File: src/rtl/usb_cdc_in_sched_pkg.sv
// Shared types and defaults for the USB CDC IN burst scheduler.
package usb_cdc_sched_pkg;

   localparam int MAX_SRC          = 4;
   localparam int SRC_IDX_W        = $clog2(MAX_SRC);
   localparam int BURST_LEN_DEF    = 8;
   localparam int IDLE_TIMEOUT_DEF = 16;

   typedef enum logic [1:0] {
      IDLE = 2'd0,
      XFER = 2'd1,
      END  = 2'd2
   } sched_state_e;

endpackage

File: src/rtl/usb_cdc_in_sched_if.sv
// Byte-stream link from the scheduler to the usb_cdc IN data port.
interface usb_cdc_in_sched_if;
   logic [7:0] in_data_o;
   logic       in_valid_o;
   logic       in_ready_i;

   modport master (output in_data_o, output in_valid_o, input in_ready_i);
   modport slave  (input in_data_o, input in_valid_o, output in_ready_i);
endinterface

File: src/rtl/usb_cdc_rr_pick.sv
// Combinational rotating-priority picker: first requester at or above ptr_i
// (with wrap-around) wins. Optional macro USB_CDC_SCHED_PRIO_EN gives source 0
// strict priority and rotates the pointer over sources 1..NUM_SRC-1 only.
module usb_cdc_rr_pick
   import usb_cdc_sched_pkg::*;
#(
   parameter int NUM_SRC = 2
) (
   input  logic [NUM_SRC-1:0]   req_i,
   input  logic [SRC_IDX_W-1:0] ptr_i,
   output logic [NUM_SRC-1:0]   gnt_o,
   output logic [SRC_IDX_W-1:0] idx_o,
   output logic                 any_o
);

   logic                 found;
   logic [SRC_IDX_W-1:0] cand_idx;
   int                   cand;
`ifdef USB_CDC_SCHED_PRIO_EN
   int                   base;
`endif

   assign any_o = |req_i;

   // search upward from the pointer, first requesting source wins
   always_comb begin
      gnt_o    = '0;
      idx_o    = '0;
      found    = 1'b0;
      cand     = 0;
      cand_idx = '0;
`ifdef USB_CDC_SCHED_PRIO_EN
      if (req_i[0]) begin
         gnt_o[0] = 1'b1;
         found    = 1'b1;
      end
      // a pointer left at 0 means "start of the rotating group"
      base = (ptr_i == '0) ? 1 : int'(ptr_i);
      for (int i = 0; i < NUM_SRC - 1; i++) begin
         cand = base + i;
         if (cand >= NUM_SRC) cand = cand - (NUM_SRC - 1);
         cand_idx = SRC_IDX_W'(cand);
         if (!found && req_i[cand_idx]) begin
            found           = 1'b1;
            gnt_o[cand_idx] = 1'b1;
            idx_o           = cand_idx;
         end
      end
`else
      for (int i = 0; i < NUM_SRC; i++) begin
         cand = int'(ptr_i) + i;
         if (cand >= NUM_SRC) cand = cand - NUM_SRC;
         cand_idx = SRC_IDX_W'(cand);
         if (!found && req_i[cand_idx]) begin
            found           = 1'b1;
            gnt_o[cand_idx] = 1'b1;
            idx_o           = cand_idx;
         end
      end
`endif
   end

endmodule

File: src/rtl/usb_cdc_in_sched.sv
// Burst-granular round-robin scheduler feeding the usb_cdc IN byte stream.
// Optional macro USB_CDC_SCHED_PRIO_EN: source 0 has strict priority.
//
//   state | meaning
//   IDLE  | waiting for enable_i and a valid source; arbitrate
//   XFER  | granted source streams up to BURST_LEN bytes
//   END   | one-cycle burst_done_o, advance rr_ptr, clear counters
module usb_cdc_in_sched
   import usb_cdc_sched_pkg::*;
#(
   parameter int NUM_SRC      = 2,
   parameter int BURST_LEN    = BURST_LEN_DEF,
   parameter int IDLE_TIMEOUT = IDLE_TIMEOUT_DEF
) (
   input  logic                 PCLK,
   input  logic                 PRESETn,
   input  logic                 enable_i,
   input  logic [8*NUM_SRC-1:0] src_data_i,
   input  logic [NUM_SRC-1:0]   src_valid_i,
   output logic [NUM_SRC-1:0]   src_ready_o,
   usb_cdc_in_sched_if.master   usb_if,
   output logic [NUM_SRC-1:0]   grant_o,
   output logic                 busy_o,
   output logic                 burst_done_o
);

   localparam int BCW = $clog2(BURST_LEN + 1);
   localparam int ICW = $clog2(IDLE_TIMEOUT + 1);
   localparam logic [BCW-1:0] BYTE_MAX = BCW'(BURST_LEN);
   localparam logic [ICW-1:0] IDLE_MAX = ICW'(IDLE_TIMEOUT);

   sched_state_e         state_q, state_d;
   logic [NUM_SRC-1:0]   grant_q, grant_d;
   logic [SRC_IDX_W-1:0] gidx_q, gidx_d;
   logic [SRC_IDX_W-1:0] rr_ptr_q, rr_ptr_d;
   logic [BCW-1:0]       byte_cnt_q, byte_cnt_d;
   logic [ICW-1:0]       idle_cnt_q, idle_cnt_d;

   logic [NUM_SRC-1:0]   pick_gnt;
   logic [SRC_IDX_W-1:0] pick_idx;
   logic                 pick_any;
   logic                 gnt_valid;
   logic [SRC_IDX_W-1:0] rr_next;

   usb_cdc_rr_pick #(.NUM_SRC(NUM_SRC)) u_pick (
      .req_i (src_valid_i),
      .ptr_i (rr_ptr_q),
      .gnt_o (pick_gnt),
      .idx_o (pick_idx),
      .any_o (pick_any)
   );

   assign gnt_valid = |(src_valid_i & grant_q);

   // pointer value after the current burst: one past the owner, with wrap
   always_comb begin
      if (gidx_q == SRC_IDX_W'(NUM_SRC - 1)) rr_next = '0;
      else                                   rr_next = gidx_q + 1'b1;
`ifdef USB_CDC_SCHED_PRIO_EN
      if (gidx_q == '0) rr_next = rr_ptr_q;
`endif
   end

   // state register and burst bookkeeping
   always_ff @(posedge PCLK or negedge PRESETn) begin
      if (!PRESETn) begin
         state_q    <= IDLE;
         grant_q    <= '0;
         gidx_q     <= '0;
         rr_ptr_q   <= '0;
         byte_cnt_q <= '0;
         idle_cnt_q <= '0;
      end else begin
         state_q    <= state_d;
         grant_q    <= grant_d;
         gidx_q     <= gidx_d;
         rr_ptr_q   <= rr_ptr_d;
         byte_cnt_q <= byte_cnt_d;
         idle_cnt_q <= idle_cnt_d;
      end
   end

   // next state; byte-count exit is checked before the idle timeout
   always_comb begin
      state_d    = state_q;
      grant_d    = grant_q;
      gidx_d     = gidx_q;
      rr_ptr_d   = rr_ptr_q;
      byte_cnt_d = byte_cnt_q;
      idle_cnt_d = idle_cnt_q;
      case (state_q)
         IDLE: begin
            if (enable_i && pick_any) begin
               state_d    = XFER;
               grant_d    = pick_gnt;
               gidx_d     = pick_idx;
               byte_cnt_d = '0;
               idle_cnt_d = '0;
            end
         end
         XFER: begin
            if (gnt_valid && usb_if.in_ready_i) begin
               byte_cnt_d = byte_cnt_q + 1'b1;
               idle_cnt_d = '0;
               if (byte_cnt_d == BYTE_MAX) begin
                  state_d = END;
                  grant_d = '0;
               end
            end else if (gnt_valid) begin
               idle_cnt_d = '0;
            end else begin
               idle_cnt_d = idle_cnt_q + 1'b1;
               if (idle_cnt_d == IDLE_MAX) begin
                  state_d = END;
                  grant_d = '0;
               end
            end
         end
         END: begin
            state_d    = IDLE;
            grant_d    = '0;
            rr_ptr_d   = rr_next;
            byte_cnt_d = '0;
            idle_cnt_d = '0;
         end
         default: begin
            state_d = IDLE;
            grant_d = '0;
         end
      endcase
   end

   // datapath: everything keyed off the registered grant (zero outside XFER)
   always_comb begin
      usb_if.in_data_o = 8'h00;
      for (int k = 0; k < NUM_SRC; k++) begin
         if (grant_q[k]) usb_if.in_data_o = src_data_i[8*k +: 8];
      end
      usb_if.in_valid_o = gnt_valid;
      src_ready_o       = grant_q & {NUM_SRC{usb_if.in_ready_i}};
      grant_o           = grant_q;
      busy_o            = (state_q != IDLE);
      burst_done_o      = (state_q == END);
   end

endmodule

File: src/flat_wrapper.sv
// flat-port wrapper written by rule: the top's interface ports become plain ports
module usb_cdc_in_sched_flat import usb_cdc_sched_pkg::*;
#(
   parameter int NUM_SRC      = 2,
   parameter int BURST_LEN    = BURST_LEN_DEF,
   parameter int IDLE_TIMEOUT = IDLE_TIMEOUT_DEF
)
  (PCLK, PRESETn, enable_i, src_data_i, src_valid_i, src_ready_o, grant_o, busy_o, burst_done_o, usb_if_in_data_o, usb_if_in_valid_o, usb_if_in_ready_i);
  usb_cdc_in_sched_if usb_if_i ();
  input  logic PCLK;
  input  logic PRESETn;
  input  logic enable_i;
  input  logic [8*NUM_SRC-1:0] src_data_i;
  input  logic [NUM_SRC-1:0] src_valid_i;
  output logic [NUM_SRC-1:0] src_ready_o;
  output logic [NUM_SRC-1:0] grant_o;
  output logic busy_o;
  output logic burst_done_o;
  output wire logic [$bits(usb_if_i.in_data_o)-1:0] usb_if_in_data_o;
  output wire logic [$bits(usb_if_i.in_valid_o)-1:0] usb_if_in_valid_o;
  input wire logic [$bits(usb_if_i.in_ready_i)-1:0] usb_if_in_ready_i;
  assign usb_if_in_data_o = usb_if_i.in_data_o;
  assign usb_if_in_valid_o = usb_if_i.in_valid_o;
  assign usb_if_i.in_ready_i = usb_if_in_ready_i;
  usb_cdc_in_sched #(.NUM_SRC(NUM_SRC), .BURST_LEN(BURST_LEN), .IDLE_TIMEOUT(IDLE_TIMEOUT)) u_core (.PCLK(PCLK), .PRESETn(PRESETn), .enable_i(enable_i), .src_data_i(src_data_i), .src_valid_i(src_valid_i), .src_ready_o(src_ready_o), .usb_if(usb_if_i), .grant_o(grant_o), .busy_o(busy_o), .burst_done_o(burst_done_o));
endmodule
File: config.mk
export PLATFORM = sky130hd
export DESIGN_NAME = usb_cdc_in_sched_flat
export DESIGN_NICKNAME = d
export VERILOG_FILES = /design/src/rtl/usb_cdc_in_sched_pkg.sv /design/src/rtl/usb_cdc_in_sched_if.sv /design/src/rtl/usb_cdc_rr_pick.sv /design/src/rtl/usb_cdc_in_sched.sv /design/src/flat_wrapper.sv
export SDC_FILE = /design/constraint.sdc
export NUM_CORES = 1
export LEC_CHECK = 0
export CAP_MARGIN = 5
export CORE_ASPECT_RATIO = 1.75
export CORE_UTILIZATION = 39
export DETAILED_ROUTE_END_ITERATION = 7
export GPL_ROUTABILITY_DRIVEN = 0
export PLACE_DENSITY = 0.74
export SLEW_MARGIN = 20
export SYNTH_ARGS = -nofsm -noshare
export SYNTH_HDL_FRONTEND = slang
export SYNTH_HIERARCHICAL = 1
export SYNTH_SLANG_ARGS = --single-unit
export TNS_END_PERCENT = 10
File: constraint.sdc
create_clock -name PCLK -period 1.3 [get_ports PCLK]
set_input_delay 0.26 -clock PCLK [delete_from_list [all_inputs] [get_ports PCLK]]
set_output_delay 0.26 -clock PCLK [all_outputs]
set_load 0.03 [all_outputs]
==> impl_metrics.toml <==
[outcome]
outcome = "finished, violations left"
violations = "setup timing"

[timing]
skew_ns = 0.00459
timing.setup.tns_ns = -3.51
hold_viol_final = 0
rsz0062_at_grt = "true"
setup_viol = 27
worst_pin_slew_ns = 0.279
finalMaxSlewViolations = 0
fmax_mhz = 638
fin_ws_ns = -0.268
slew_headroom_pct = 81.4
post-route-period-util_pct = 121
min_period_ns = 1.57
holdWs_ns = 0.338

[critical_path]
required_ns = 1.04
crit_arrival_ns = 1.31
cp_max_fo = 3
critPathKind = "reg -> out"
startpoint_type = "flop"
crit_path_end_kind = "output pin"

[logic_synthesis]
synth_top_area_cell = "dfrtp_1"
yosysTopAreaCellShare_pct = 41.4
syn_area_per_cell_um2 = 9.10
synth-warning-count = 6
syn_nets = 137
synthCells = 113
yosysUniqueCellTypes = 31
ys_seq_elements = 17
synth-async-reset-ratio_pct = 100
ys_top_cells_by_area = "dfrtp_1, a22o_1, nand2_1"
synth_commonest_cells = "dfrtp_1, nand2_1, o21ai_1"
ys.flop_type = "dfrtp_1"
ys_seq_area_share_pct = 41.4
synth_edf_count = 0
syn_area_mm2 = 0.00103

[clocking]
hold_buffers = 0
h-tree-depth = 1
cts_root_buffer = "clkbuf_8"
clock_latency_ns = 0.25
numCtsBuffers = 3
tritoncts = "built"
clk_pin_slew_ns = 0.07
clock-sinks = 17
cts_buffer_depth = 2

[drt]
ant_nets = 0
viasPerCell = 5.53
routedWlPerCell_um = 15.0
vias = 1083
drc = 0
dr.pass1.iters = 4
totalWireLength_um = 2930
drt-initial-drc-count = 20

[grt]
grt_pass1_vias = 1168
antenna_found_initial = 0
grt.total_usage_pct = 23.8
grt_pass1_wl_um = 4890
grt_overflow = 0
grt_max_degree = 18

[hold_path]
hold_class = "in -> async"

[cells_and_area]
drive_above_1_share_pct = 40.0
final_nets = 195
design_area_mm2 = 0.00181
antennaDiodeCount = 0
fill_cells = 177
area.growth.synth_to_final_pct = 76.0

[placed_design]
dpl-instance-area_mm2 = 0.00157
pre_cts_slack_ns = -0.581
hpwl_um = 2120
io_buffers = 36

[die]
row_count = 24
die_area_mm2 = 0.00285
die_w_um = 40.8
initial_core_util_pct = 41.3
io_pins = 37
die-height_um = 69.9
core_mm2 = 0.00249

[run]
max_cap_violations = 0

[power]
power_leakage_nw = 0.827
peakVddDrop_mv = 1.31
power.total_mw = 3.65
pwr_density_cell_mw_per_mm2 = 2010
cell families after synthesis:
group / count (synthesis) / share of synthesized area (%)
XOR/XNOR: 2 / 1.70
AND/OR/NAND/NOR: 43 / 22.0
AO/OA/AOI/OAI: 40 / 27.0
flip-flops: 17 / 41.4
multiplexers: 2 / 2.19
buffers and inverters: 7 / 3.28
adder cells (fa/ha/maj): 2 / 2.43
flip-flops by register name, indices dropped and copies added, names as in the netlist:
register,flops
u_core/gidx_q,2
u_core/byte_cnt_q,4
u_core/rr_ptr_q,2
u_core/state_q,2
u_core/grant_o,2
u_core/idle_cnt_q,5
worst paths after layout:
path / to / cells past startpoint / slack (ns) / from
min: u_core/rr_ptr_q[1] / 2 / 0.34 / PRESETn
min reg2reg: u_core/rr_ptr_q[0] / 1 / 0.49 / u_core/gidx_q[0]
max reg2reg: u_core/state_q[0] / 5 / -0.14 / u_core/grant_o[1]
max in group asynchronous: u_core/grant_o[0] / 2 / 0.75 / PRESETn
max: usb_if_in_valid_o / 4 / -0.27 / u_core/grant_o[1]
min in group PCLK: u_core/rr_ptr_q[0] / 1 / 0.49 / u_core/gidx_q[0]
layout make-up:
class | count | area [µm²] | share of cell area (%)
multi-input cells | 89 | 718 | 39.7
well taps | 26 | 32.5 | 1.80
clock buffers | 4 | 45.0 | 2.49
repair buffers | 57 | 576 | 31.8
flip-flops and latches | 17 | 428 | 23.6
inverters | 3 | 11.3 | 0.622
cells in the final DEF, fill, tap and decap left out, types with 2 or more instances in the layout:
cell type        Yosys  final
a21boi_0             3      3
a21oi_1              3      2
a22o_4               0      8
a22oi_1              2      2
and2_1               5      2
and2_4               0      2
buf_12               0      2
buf_4                0     15
buf_6                1     18
clkbuf_8             0      3
clkdlybuf4s15_1      0      2
clkdlybuf4s50_1      0     18
dfrtp_1             17     15
dfrtp_2              0      2
ha_1                 2      2
inv_1                3      3
mux2_4               0      2
nand2_1             17     16
nand2b_1             4      2
nand2b_4             0      2
nand3_1              4      3
nor2b_1              3      2
nor3_1               2      2
o21ai_0              7      6
o21ai_1             10     10
o22ai_1              2      2
xor2_1               2      2
critical path, stage by stage, from the launching register on:
cell and delay, ns:
dfrtp_2 0.42, buf_4 0.15, a22o_4 0.22, buf_4 0.14, buf_6 0.13
per-stage QoR:
| step | instances | util, % |
|---|---|---|
| after CTS | 195 | 70.9 |
| final | 196 | 72.6 |
| after global placement | 187 | 62.9 |
| after global routing | 196 | 72.6 |
| after detailed placement | 187 | 62.9 |
| after floorplan | 113 | - |
metal layers:
layer / global-route usage [%] / part of all wire (%)
met1: 24.3 / 38
met2: 43.8 / 56
met3: 4.44 / 4.3
met4: 6.30 / 1.6
met5: 0 / 0
report_power, final:
group	switching, mW	total [mW]	internal (mW)
Clock	0.176	0.393	0.217
Sequential	0.166	0.854	0.688
Combinational	1.17	2.40	1.23
repair_timing:
item	CTS	global route
gates resized for setup	31	11
pin swaps	11	7
buffers inserted	4	1
endpoints found under the setup margin	28	29
Note: power is estimated with default switching activity, not from simulation.
